$ cat config.mk
export PLATFORM = sky130hd
export DESIGN_NAME = muldiv_iter_unit
export DESIGN_NICKNAME = d
export VERILOG_FILES = /design/src/rtl/muldiv_iter_unit.sv
export SDC_FILE = /design/constraint.sdc
export NUM_CORES = 1
export LEC_CHECK = 0
export BUFFER_PORTS_ARGS = -buffer_cell sky130_fd_sc_hd__buf_2
export CORE_ASPECT_RATIO = 0.9
export CORE_MARGIN = 2
export CORE_UTILIZATION = 51
export DETAILED_ROUTE_END_ITERATION = 16
export PLACE_DENSITY = 0.68
export SYNTH_ARGS = -nofsm -noshare
export SYNTH_HDL_FRONTEND = slang
export SYNTH_SLANG_ARGS = --single-unit
$ cat constraint.sdc
create_clock -name clk_i -period 12.8 [get_ports clk_i]
set_input_delay 2.56 -clock clk_i [delete_from_list [all_inputs] [get_ports clk_i]]
set_output_delay 2.56 -clock clk_i [all_outputs]
set_load 0.02 [all_outputs]
$ cat src/rtl/muldiv_iter_unit.sv
// Iterative RV32M multiply/divide unit: shift-add multiply and restoring divide,
// UNROLL bits per CALC cycle, with single-cycle handling of divide corner cases.
module muldiv_iter_unit #(
  parameter int XLEN   = 32,
  parameter int UNROLL = 1
) (
  input  logic            clk_i,
  input  logic            rst_i,
  input  logic            valid_i,
  output logic            ready_o,
  input  logic [2:0]      op_i,
  input  logic [XLEN-1:0] rs1_i,
  input  logic [XLEN-1:0] rs2_i,
  input  logic [4:0]      rd_i,
  input  logic            flush_i,
  output logic            valid_o,
  input  logic            ready_i,
  output logic [XLEN-1:0] result_o,
  output logic [4:0]      rd_o,
  output logic            busy_o
);

  localparam int N  = XLEN / UNROLL;
  localparam int CW = (N > 1) ? $clog2(N) : 1;

  typedef enum logic [1:0] {S_IDLE, S_CALC, S_DONE} state_t;

  typedef enum logic [2:0] {
    OP_MUL    = 3'd0,
    OP_MULH   = 3'd1,
    OP_MULHSU = 3'd2,
    OP_MULHU  = 3'd3,
    OP_DIV    = 3'd4,
    OP_DIVU   = 3'd5,
    OP_REM    = 3'd6,
    OP_REMU   = 3'd7
  } op_t;

  state_t          state_q, state_d;
  op_t             op_in, op_q;
  logic [CW-1:0]   cnt_q;
  logic [XLEN-1:0] opnd_q, hi_q, lo_q, hi_n, lo_n;
  logic            neg_q;
  logic [XLEN-1:0] result_q;
  logic [4:0]      rd_q;

  logic            accept, last, div_q;
  logic            a_signed, b_signed, sa, sb, neg_in;
  logic            div_zero, div_ovf, special;
  logic [XLEN-1:0] a_mag, b_mag, special_res, final_res;
  logic [XLEN:0]   rem_t, sum_t;
  logic [2*XLEN-1:0] prod;

  // Accept-side decode: magnitudes, result sign and the corner cases that skip CALC.
  assign op_in    = op_t'(op_i);
  assign accept   = valid_i && (state_q == S_IDLE) && !flush_i;
  assign a_signed = op_in inside {OP_MULH, OP_MULHSU, OP_DIV, OP_REM};
  assign b_signed = op_in inside {OP_MULH, OP_DIV, OP_REM};
  assign sa       = a_signed && rs1_i[XLEN-1];
  assign sb       = b_signed && rs2_i[XLEN-1];
  assign a_mag    = sa ? -rs1_i : rs1_i;
  assign b_mag    = sb ? -rs2_i : rs2_i;
  assign neg_in   = (op_in == OP_REM) ? sa : (sa ^ sb);
  assign div_zero = op_i[2] && (rs2_i == '0);
  assign div_ovf  = (op_in inside {OP_DIV, OP_REM}) &&
                    (rs1_i == {1'b1, {(XLEN-1){1'b0}}}) && (rs2_i == '1);
  assign special  = div_zero || div_ovf;

  always_comb begin
    special_res = '0;
    if (div_zero)     special_res = op_i[1] ? rs1_i : '1;
    else if (div_ovf) special_res = op_i[1] ? '0 : rs1_i;
  end

  // FSM
  // NOTE: sequential state uses non-blocking assignments so every register samples
  // pre-edge values regardless of process ordering.
  always_ff @(posedge clk_i) begin
    if (rst_i) state_q <= S_IDLE;
    else       state_q <= state_d;
  end

  assign last = (cnt_q == '0);

  always_comb begin
    state_d = state_q;
    unique case (state_q)
      S_IDLE:  if (accept) state_d = special ? S_DONE : S_CALC;
      S_CALC:  if (last) state_d = S_DONE;
      S_DONE:  if (ready_i) state_d = S_IDLE;
      default: state_d = S_IDLE;
    endcase
    if (flush_i) state_d = S_IDLE;
  end

  // Iteration: hi holds partial product / remainder, lo holds multiplier / quotient.
  assign div_q = op_q inside {OP_DIV, OP_DIVU, OP_REM, OP_REMU};

  always_comb begin
    // NOTE: blocking assignments chain UNROLL steps within one cycle; every variable
    // written here gets a default first so no latch is inferred.
    hi_n  = hi_q;
    lo_n  = lo_q;
    rem_t = '0;
    sum_t = '0;
    for (int i = 0; i < UNROLL; i++) begin
      if (div_q) begin
        rem_t = {hi_n, lo_n[XLEN-1]};
        lo_n  = {lo_n[XLEN-2:0], 1'b0};
        if (rem_t >= {1'b0, opnd_q}) begin
          rem_t   = rem_t - {1'b0, opnd_q};
          lo_n[0] = 1'b1;
        end
        hi_n = rem_t[XLEN-1:0];
      end else begin
        sum_t = {1'b0, hi_n} + (lo_n[0] ? {1'b0, opnd_q} : '0);
        lo_n  = {sum_t[0], lo_n[XLEN-1:1]};
        hi_n  = sum_t[XLEN:1];
      end
    end
  end

  // Sign correction applied to the final iteration's output.
  always_comb begin
    prod = {hi_n, lo_n};
    if (neg_q) prod = -prod;
    unique case (op_q)
      OP_MUL:                       final_res = prod[XLEN-1:0];
      OP_MULH, OP_MULHSU, OP_MULHU: final_res = prod[2*XLEN-1:XLEN];
      OP_DIV, OP_DIVU:              final_res = neg_q ? -lo_n : lo_n;
      default:                      final_res = neg_q ? -hi_n : hi_n;
    endcase
  end

  // NOTE: working registers carry no reset; they are always loaded on accept before use.
  always_ff @(posedge clk_i) begin
    if (accept) begin
      op_q   <= op_in;
      neg_q  <= neg_in;
      cnt_q  <= CW'(N - 1);
      hi_q   <= '0;
      lo_q   <= op_i[2] ? a_mag : b_mag;
      opnd_q <= op_i[2] ? b_mag : a_mag;
    end else if (state_q == S_CALC) begin
      cnt_q <= cnt_q - CW'(1);
      hi_q  <= hi_n;
      lo_q  <= lo_n;
    end
  end

  always_ff @(posedge clk_i) begin
    if (rst_i) begin
      result_q <= '0;
      rd_q     <= '0;
    end else if (accept) begin
      rd_q <= rd_i;
      if (special) result_q <= special_res;
    end else if ((state_q == S_CALC) && last && !flush_i) begin
      result_q <= final_res;
    end
  end

  assign ready_o  = (state_q == S_IDLE);
  assign busy_o   = (state_q != S_IDLE);
  assign valid_o  = (state_q == S_DONE);
  assign result_o = result_q;
  assign rd_o     = rd_q;

endmodule
# Word level (Yosys, flattened, before mapping)
# Cells that the tools add are included.
totals:
  register_bits: 144
  latch_bits: 0
  ram_bits: 0
  mem_bits_ro: 0
  inputBits: 77
  out_inout_bits: 40
  wordCells: 93
  n_memories: 0
classes:
  addsub: 8
  mul: 0
  div_mod_pow: 0
  n_lt_le_gt_ge: 1
  n_eq_ne: 19
  n_shift: 0
  mux: 28
  bitwise: 1
  reduce_logical: 27
ops:
  columns: ["cell", "count"]
  rows:
  - ["$mux 32", 19]
  - ["$neg 32->32", 4]
  - ["$pmux 32 s3", 1]
  - ["$eq 32x32->1 const B", 2]
  - ["$mux 64", 1]
  - ["$neg 64->64", 1]
  - ["$add 32x32->33", 1]
  - ["$ge 33x32->1", 1]
  - ["$logic_not 32->1", 1]
  - ["$sub 32x32->32", 1]
  - ["$eq 3x3->1 const B", 6]
  - ["$eq 3x2->1 const B", 3]
  - ["$logic_and 1x1->1", 9]
  - ["$mux 2", 4]
  - ["$reduce_bool 2->1", 4]
  - ["$reduce_bool 4->1", 2]
  - ["$eq 3x1->1 const B", 2]
  - ["$ne 2x1->1 const B", 3]
  - ["$pmux 2 s3", 1]
  - ["$logic_not 5->1", 1]
  - ["$sub 5x1->5 const B", 1]
  - ["$reduce_or 2->1", 2]
  - ["$logic_not 3->1", 1]
  - ["$reduce_and 3->1", 1]
  - ["other kinds (11)", 12]

# Depth between registers and ports, before layout
# Gate-level depths: netlist (run 1).
depth:
  ltp_word: 8
  ltp_mapped: 23
  mapped_depth_nobuf: 21

# Worst setup path before layout (run 1)
# OpenSTA, ideal clock, no wires.
synth_timing:
  kind: "in2reg"
  from: "in rs1_i[17]"
  to: "reg result_q[0] (netlist: result_o[0])"
  setup_time_ps: 128
  arrival_ps: 5170
  required_time_ps: 12672
  slack_ps: 7502
  stages: 12
  n_path_buf: 2
  path_cell_list: "or3_1 or4_1 nor3_1 nand2_1 o21ai_0 nand3_1 a21oi_1 clkbuf_1 clkbuf_1 o211ai_1 o21ai_0 nor2_1"
synth_between:
  elab_chain_cells: 7
  word_cells_on_any_way: 10
  classes_between: "eq/ne (2); mux (4); reduce/logical (4)"
synth_rtl:
  columns: ["item", "line", "source"]
  rows:
  - ["from (decl)", "12", "input logic [XLEN-1:0] rs1_i,"]
  - ["$eq 32x32->1 (*)", "66", "(rs1_i == {1'b1, {(XLEN-1){1'b0}}}) && (rs2_i == '1);"]
  - ["$logic_and 1x1->1 (*)", "65", "assign div_ovf = (op_in inside {OP_DIV, OP_REM}) &&"]
  - ["$logic_and 1x1->1 (*)", "66", null]
  - ["$mux 32", "72", "else if (div_ovf) special_res = op_i[1] ? '0 : rs1_i;"]
  - ["$mux 32", "71", "if (div_zero) special_res = op_i[1] ? rs1_i : '1;"]
  - ["$mux 32", "157", "if (special) result_q <= special_res;"]
  - ["$mux 32", "155", "end else if (accept) begin"]
  - ["to (signal assigned)", "157", null]
  - ["to (signal assigned)", "159", "result_q <= final_res;"]
  - ["to (decl)", "44", "logic [XLEN-1:0] result_q;"]
# Mark *: on every way between the ends. The rest lies on a longest branch, timed or not. The select of a mux whose other input is x is not followed.
# A chain may end at the register's enable or synchronous reset.

# Worst setup path in the final report (run 1)
layout_timing:
  from: "in rs1_i[0]"
  to: "reg result_q[28] (netlist: result_o[28])"
# Same word-level chain as after synthesis.

==> impl_metrics.csv, run 1 <==
group,metric,value,unit
clocking,ctsHtreeMaxLevel,4,
clocking,clkSinkCount,144,
power,p_leak,6.66,nW
finish,nets,2255,
detailed_routing,routedWlPerCell,23.6,um
detailed_routing,drtAntennaViolNets,0,
sta,finalCritPeriodShare,49.6,%
yosys,synth-compound-area-share,28.9,%
finish,stdcell_count,2528,
placement,dp_cells,2496,
finish,drive_gt1_share,10.6,%
sta,setup_tns,0,ns
detailed_routing,drc,0,
sta,maxSlewViolCount,0,
worst_setup_path,path_max_fanout,41,
power,ir_worst_vdd,0.100,mV
placement,gp_congestion,1.02,
yosys,ys_types,105,
sta,worst_pin_slew,1.27,ns
worst_setup_path,path_cells,"buf_2, inv_1, ha_1, nand3_1, nor2_1, nand3_1, nor3_1, nand2_1, o21ai_0, nand3_1, a21oi_4, buf_4, nand2_1, a2111oi_0, a311oi_1, o21a_1",
clocking,clkLatencyLatePin,0.44,ns
grt,antenna_found_initial,0,
yosys,ys.flop_type,"dfxtp_1",
placement,hpwl,46300,um
worst_setup_path,startpoint,"rs1_i[0]",
detailed_routing,drt_wl_total,59600,um
sta,min_period,6.35,ns
grt,grt_max_degree,142,
worst_setup_path,required,13.14,ns
worst_setup_path,slowest_stage,"o21ai_0",
detailed_routing,first_iter_violations,2070,
placement,port_buffers,116,
detailed_routing,vias_per_cell,6.61,
flow_run,drv_cap,0,
yosys,synth_edf_count,68,
yosys,ys.warnings.count,0,
die,die-width,189,um
clocking,clockBufferDepth,2,
worst_setup_path,timing.rr.start,"lo_q[0]",
yosys,synth_fa_ha_area_share,5.81,%
sta,timing.final.hold_violations,0,
clocking,ctsResizeCount,0,
grt,overflow,0,
worst_setup_path,endpoint,"result_o[28]",
detailed_routing,first_pass_iters,7,
die,pin_count,117,
clocking,numCtsBuffers,17,
power,p_total,2.11,mW
yosys,netlist_instances,2078,
clocking,tritoncts,"yes",
sta,setup_viol,0,
die,num_rows,61,
yosys,synth_xor_area_share,8.78,%
finish,diodes,0,
sta,max-slew-margin-rel,14.6,%
grt,grt_pass1_wl,88900,um
die,die_area,32300,um2
min_path,hp-class,"reg2reg",
yosys,muxShareOfSynthArea,6.29,%
yosys,syn_area,15800,um2
outcome,status,"complete, no violations",
worst_setup_path,worstSetupEndpointType,"register",
sta,rsz0062_at_grt,"no",
worst_setup_path,reg2regPathDepth,17,
yosys,synthArstFlopShare,0,%
finish,syn_to_final_growth,8.39,%
die,coreArea,30700,um2
grt,grt_pass1_vias,14947,
worst_setup_path,crit_type,"in2reg",
yosys,synth_top_family_by_area,"compound AO/OA/AOI/OAI gates",
power,pwr_density_cell,123,nW/um2
worst_setup_path,slowest_delay,0.59,ns
worst_setup_path,timing.critical_path.mode_cell,"nand3_1",
clocking,post_cts_buffers,0,
yosys,ys_ff_latch,144,
yosys,yosysSeqAreaShare,22.6,%
clocking,path_clk_slew,0.07,ns
detailed_routing,dr_total_vias,16706,
yosys,yosys.area_share.simple,22.4,%
sta,max_freq,157,MHz
clocking,cts-hold-fix-buffers,0,
clocking,root_buffer,"clkbuf_16",
die,start_util,51.4,%
sta,skew,0.0163,ns
grt,grt_use_total,36.0,%
yosys,syn-num-nets,2227,
worst_setup_path,crit_arrival,6.69,ns
yosys,postSynthAreaPerCell,7.59,um2
worst_setup_path,cp-start-kind,"input pin",
die,die_h,171,um
worst_setup_path,r2r_slack,6.75,ns
worst_setup_path,r2r_end,"result_o[31]",
==> per-layer routing <==
metal | part of all wire (%) | track usage [%]
met1 | 42 | 49.1
met4 | 4.7 | 16.2
met3 | 9.1 | 5.95
met2 | 44 | 55.9
met5 | 0 | 0
==> final cells by class <==
type	instances	area [um2]
Sequential cell	144	3560
Inverter	68	255
Multi-Input combinational cell	1736	11400
Tap cell	409	512
Fill cell	2975	13600
Clock buffer	21	483
Clock inverter	11	109
Timing Repair Buffer	139	766
==> stage by stage <==
stage          utilization (%)  area (um2)  setup WS [ns]  hold WS, ns
6_report                  55.7       17100           6.45        0.453
5_1_grt                   55.7       17100           6.14        0.478
4_1_cts                   55.7       17100           6.68        0.455
3_5_place_dp              53.8       16500           6.23        0.445
3_3_place_gp              53.8       16500           6.37        0.439
2_1_floorplan                -       15800           7.50        0.457
==> synthesized netlist by cell type, drive strengths merged, types with 37 or more instances <==
cell type / number / area [um2]
o31ai: 39 / 298
xnor2: 85 / 744
dfxtp: 76 / 1520
edfxtp: 68 / 2040
o21ai: 170 / 851
o211ai: 37 / 302
ha: 70 / 876
xor2: 73 / 639
inv: 67 / 251
nor2: 178 / 683
nand2: 231 / 877
clkbuf: 94 / 354
nand3: 44 / 225
and2: 46 / 288
mux2i: 89 / 891
a21oi: 183 / 923
nor3: 59 / 317
==> placed cells by master, fill, tap and decap left out, types with 9 or more instances in the layout <==
master,instances
nor3_1,56
o41ai_1,11
a21boi_0,10
o21bai_1,10
ha_1,70
a311oi_1,27
o221ai_1,12
a21o_1,26
a31oi_1,20
a22o_1,12
nor4_1,21
nand3_1,43
nand4_1,35
a21oi_1,180
xor2_1,73
buf_2,116
o21ai_1,13
nor2_1,175
nand2_1,229
o21a_1,19
mux2_2,9
o22ai_1,11
or3_1,22
xnor2_1,85
o211ai_1,34
and2_1,46
buf_4,22
clkbuf_16,19
nand2b_1,19
and3_1,10
dfxtp_1,76
a211oi_1,18
o31ai_1,38
edfxtp_1,68
mux2i_1,89
nor2b_1,14
inv_1,66
o21ai_0,157
==> worst min path at each step <==
stage	startpoint	endpoint	slack (ns)	cells after the start
6_report	rd_o[4]	rd_o[4]	0.45	2
5_1_grt	rd_o[1]	rd_o[1]	0.48	2
4_1_cts	rd_o[4]	rd_o[4]	0.45	2
3_5_place_dp	rd_o[4]	rd_o[4]	0.44	2
3_3_place_gp	rd_o[4]	rd_o[4]	0.44	2
2_1_floorplan	cnt_q[3]	cnt_q[3]	0.46	2
==> worst max-delay path: cells and delay by family <==
family,cells,cell delay [ns]
adder cells (fa/ha/maj),1,0.19
AND/OR/NAND/NOR,7,1.59
AO/OA/AOI/OAI,5,1.65
buffers and inverters,3,0.67
==> flip-flops by register name, indices dropped and copies added, names as in the netlist <==
signal,count
result_o,32
lo_q,32
hi_q,32
cnt_q,5
neg_q,1
state_q,2
op_q,3
rd_o,5
opnd_q,32
==> power by group <==
group          leakage, nW  total, mW  internal (mW)  switching, mW
clock                0.291      0.517          0.295          0.221
combinational         5.11       1.01          0.348          0.666
sequential            1.26      0.579          0.531         0.0486
total                 6.66       2.11           1.17          0.936
==> cell families (layout without fill, tap and decap cells) <==
family | count (synthesis) | in the layout
AOI/OAI and AO/OA | 685 | 685
xor gates and xnor gates | 158 | 158
adders and majority gates | 72 | 72
buffers and inverters | 198 | 239
DFF | 144 | 144
muxes | 98 | 98
and+or+nand+nor | 723 | 723
Power figures use the tool's default switching activity.
==> run 2, diff against run 1 <==
clock period = 5.9 ns   (was 12.8 ns; I/O delays follow)
==> impl_metrics.csv, run 2 (synthesis gave the netlist of run 1 again) <==
group,metric,value,unit
detailed_routing,dr_total_vias,17179,
placement,port_buffers,116,
sta,skew,0.0145,ns
finish,layout_common_cells,"nand2_1, a21oi_1, nor2_1, o21ai_0, buf_2",
clocking,root_buffer,"clkbuf_16",
sta,worst_pin_slew,1.23,ns
finish,layout_commonest_cell,"nand2_1",
worst_setup_path,worstSetupEndpointType,"register",
sta,setup_viol,0,
placement,gp_congestion,1.05,
power,pwr_density_cell,273,nW/um2
min_path,min_to,"rd_o[3]",
worst_setup_path,reg2regPathDepth,18,
outcome,status,"complete, no violations",
finish,drive_gt1_share,11.6,%
min_path,hp-class,"reg2reg",
placement,dpl_cell_area,16700,um2
worst_setup_path,slowest_stage,"o21ai_1",
detailed_routing,vias_per_cell,6.73,
sta,maxSlewViolCount,0,
power,p_total,4.72,mW
detailed_routing,drtAntennaViolNets,0,
worst_setup_path,slowest_delay,0.69,ns
worst_setup_path,path_max_fanout,7,
power,ir_worst_vdd,0.175,mV
die,num_rows,61,
die,die-width,189,um
sta,max-slew-margin-rel,17.7,%
worst_setup_path,crit_arrival,5.84,ns
sta,whs,0.457,ns
worst_setup_path,crit_type,"reg2reg",
grt,grt_use_total,37.9,%
clocking,clkSinkCount,144,
die,coreArea,30700,um2
placement,post-place-ws,0.403,ns
sta,rsz0062_at_grt,"no",
grt,antenna_found_initial,4,
detailed_routing,routedWlPerCell,24.6,um
worst_setup_path,r2r_slack,0.35,ns
clocking,clkLatencyLatePin,0.45,ns
worst_setup_path,path_cells,"inv_1, ha_1, a21oi_1, o21ai_1, a2111oi_2, o211a_1, a31oi_1, inv_1, ha_1, o21ai_0, nor2_1, o211ai_1, or3b_1, o21ai_1, o21ai_0, xor2_1, o211ai_1, a311oi_1",
clocking,ctsHtreeMaxLevel,4,
grt,grt_pass1_wl,93100,um
sta,timing.final.hold_violations,0,
detailed_routing,first_pass_iters,7,
clocking,path_clk_slew,0.07,ns
clocking,clockBufferDepth,2,
flow_run,drv_cap,0,
grt,grt_pass1_vias,15290,
sta,layout_setup_ws,0.354,ns
worst_setup_path,cp-start-kind,"register",
finish,fin_area,17300,um2
detailed_routing,first_iter_violations,2175,
clocking,numCtsBuffers,17,
worst_setup_path,startpoint,"opnd_q[20]",
finish,nets,2278,
clocking,tritoncts,"yes",
die,pin_count,117,
grt,grt_max_degree,91,
finish,syn_to_final_growth,9.58,%
sta,setup_tns,0,ns
power,p_leak,6.78,nW
die,die_area,32300,um2
worst_setup_path,timing.rr.start,"opnd_q[20]",
detailed_routing,drt_wl_total,62800,um
sta,finalCritPeriodShare,94.0,%
min_path,hold_start,"rd_o[3]",
worst_setup_path,required,6.19,ns
sta,max_freq,180,MHz
clocking,post_cts_buffers,0,
detailed_routing,drc,0,
sta,min_period,5.55,ns
placement,hpwl,49200,um
min_path,hold_depth,2,
worst_setup_path,r2r_end,"result_o[4]",
die,die_h,171,um
die,start_util,51.4,%
grt,overflow,0,
finish,fill_cells,3006,
-- run 2: layout make-up --
class | instances | area, um2 | share of cell area, %
diodes | 1 | 2.50 | 0.0145
clock buffers | 21 | 493 | 2.85
clock inverters | 11 | 115 | 0.666
multi-input cells | 1736 | 11400 | 66.0
repair buffers | 162 | 938 | 5.43
well taps | 409 | 512 | 2.96
inverters | 68 | 255 | 1.48
flip-flops and latches | 144 | 3560 | 20.6
-- run 2: metal layers --
layer	global-route usage [%]	vias up	share of wire [%]
li1	-	7844	-
met1	49.6	8149	40
met2	56.9	1001	43
met3	9.72	181	11
met4	20.9	4	5.7
met5	0	-	0.048
-- run 2: where the power goes --
| part | internal (mW) | switching (mW) | total (mW) |
|---|---|---|---|
| logic | 0.791 | 1.52 | 2.31 |
| clock network | 0.654 | 0.498 | 1.15 |
| registers | 1.15 | 0.109 | 1.26 |
| total | 2.60 | 2.12 | 4.72 |
-- run 2: metrics by stage --
stage	instances	utilization, %
final	2552	56.3
after global placement	2519	54.3
after floorplan	2078	-
after detailed placement	2519	54.3
after CTS	2551	56.3
after global routing	2551	56.3
-- run 2: worst max path at each step --
stage	to	slack, ns	cells past startpoint
4_1_cts	result_o[29]	0.39	16
2_1_floorplan	result_o[18]	1.52	20
3_5_place_dp	result_o[29]	0.40	16
5_1_grt	result_o[26]	0.13	16
6_report	result_o[4]	0.35	18
3_3_place_gp	result_o[29]	0.50	16
-- run 2: worst max-delay path: cells and delay by family, from the launching register on --
kind                       cells  cell delay, ns
xor gates and xnor gates       1            0.19
AOI/OAI and AO/OA             11            3.43
buffers and inverters          2            0.17
DFF                            1            0.34
adders and majority gates      2            0.62
and+or+nand+nor                2            0.63
-- run 2: repair_timing --
| item | in CTS | in global routing |
|---|---|---|
| setup endpoints to repair | 0 | 2 |
| hold buffers | 0 | 0 |
| resized for setup | 0 | 1 |
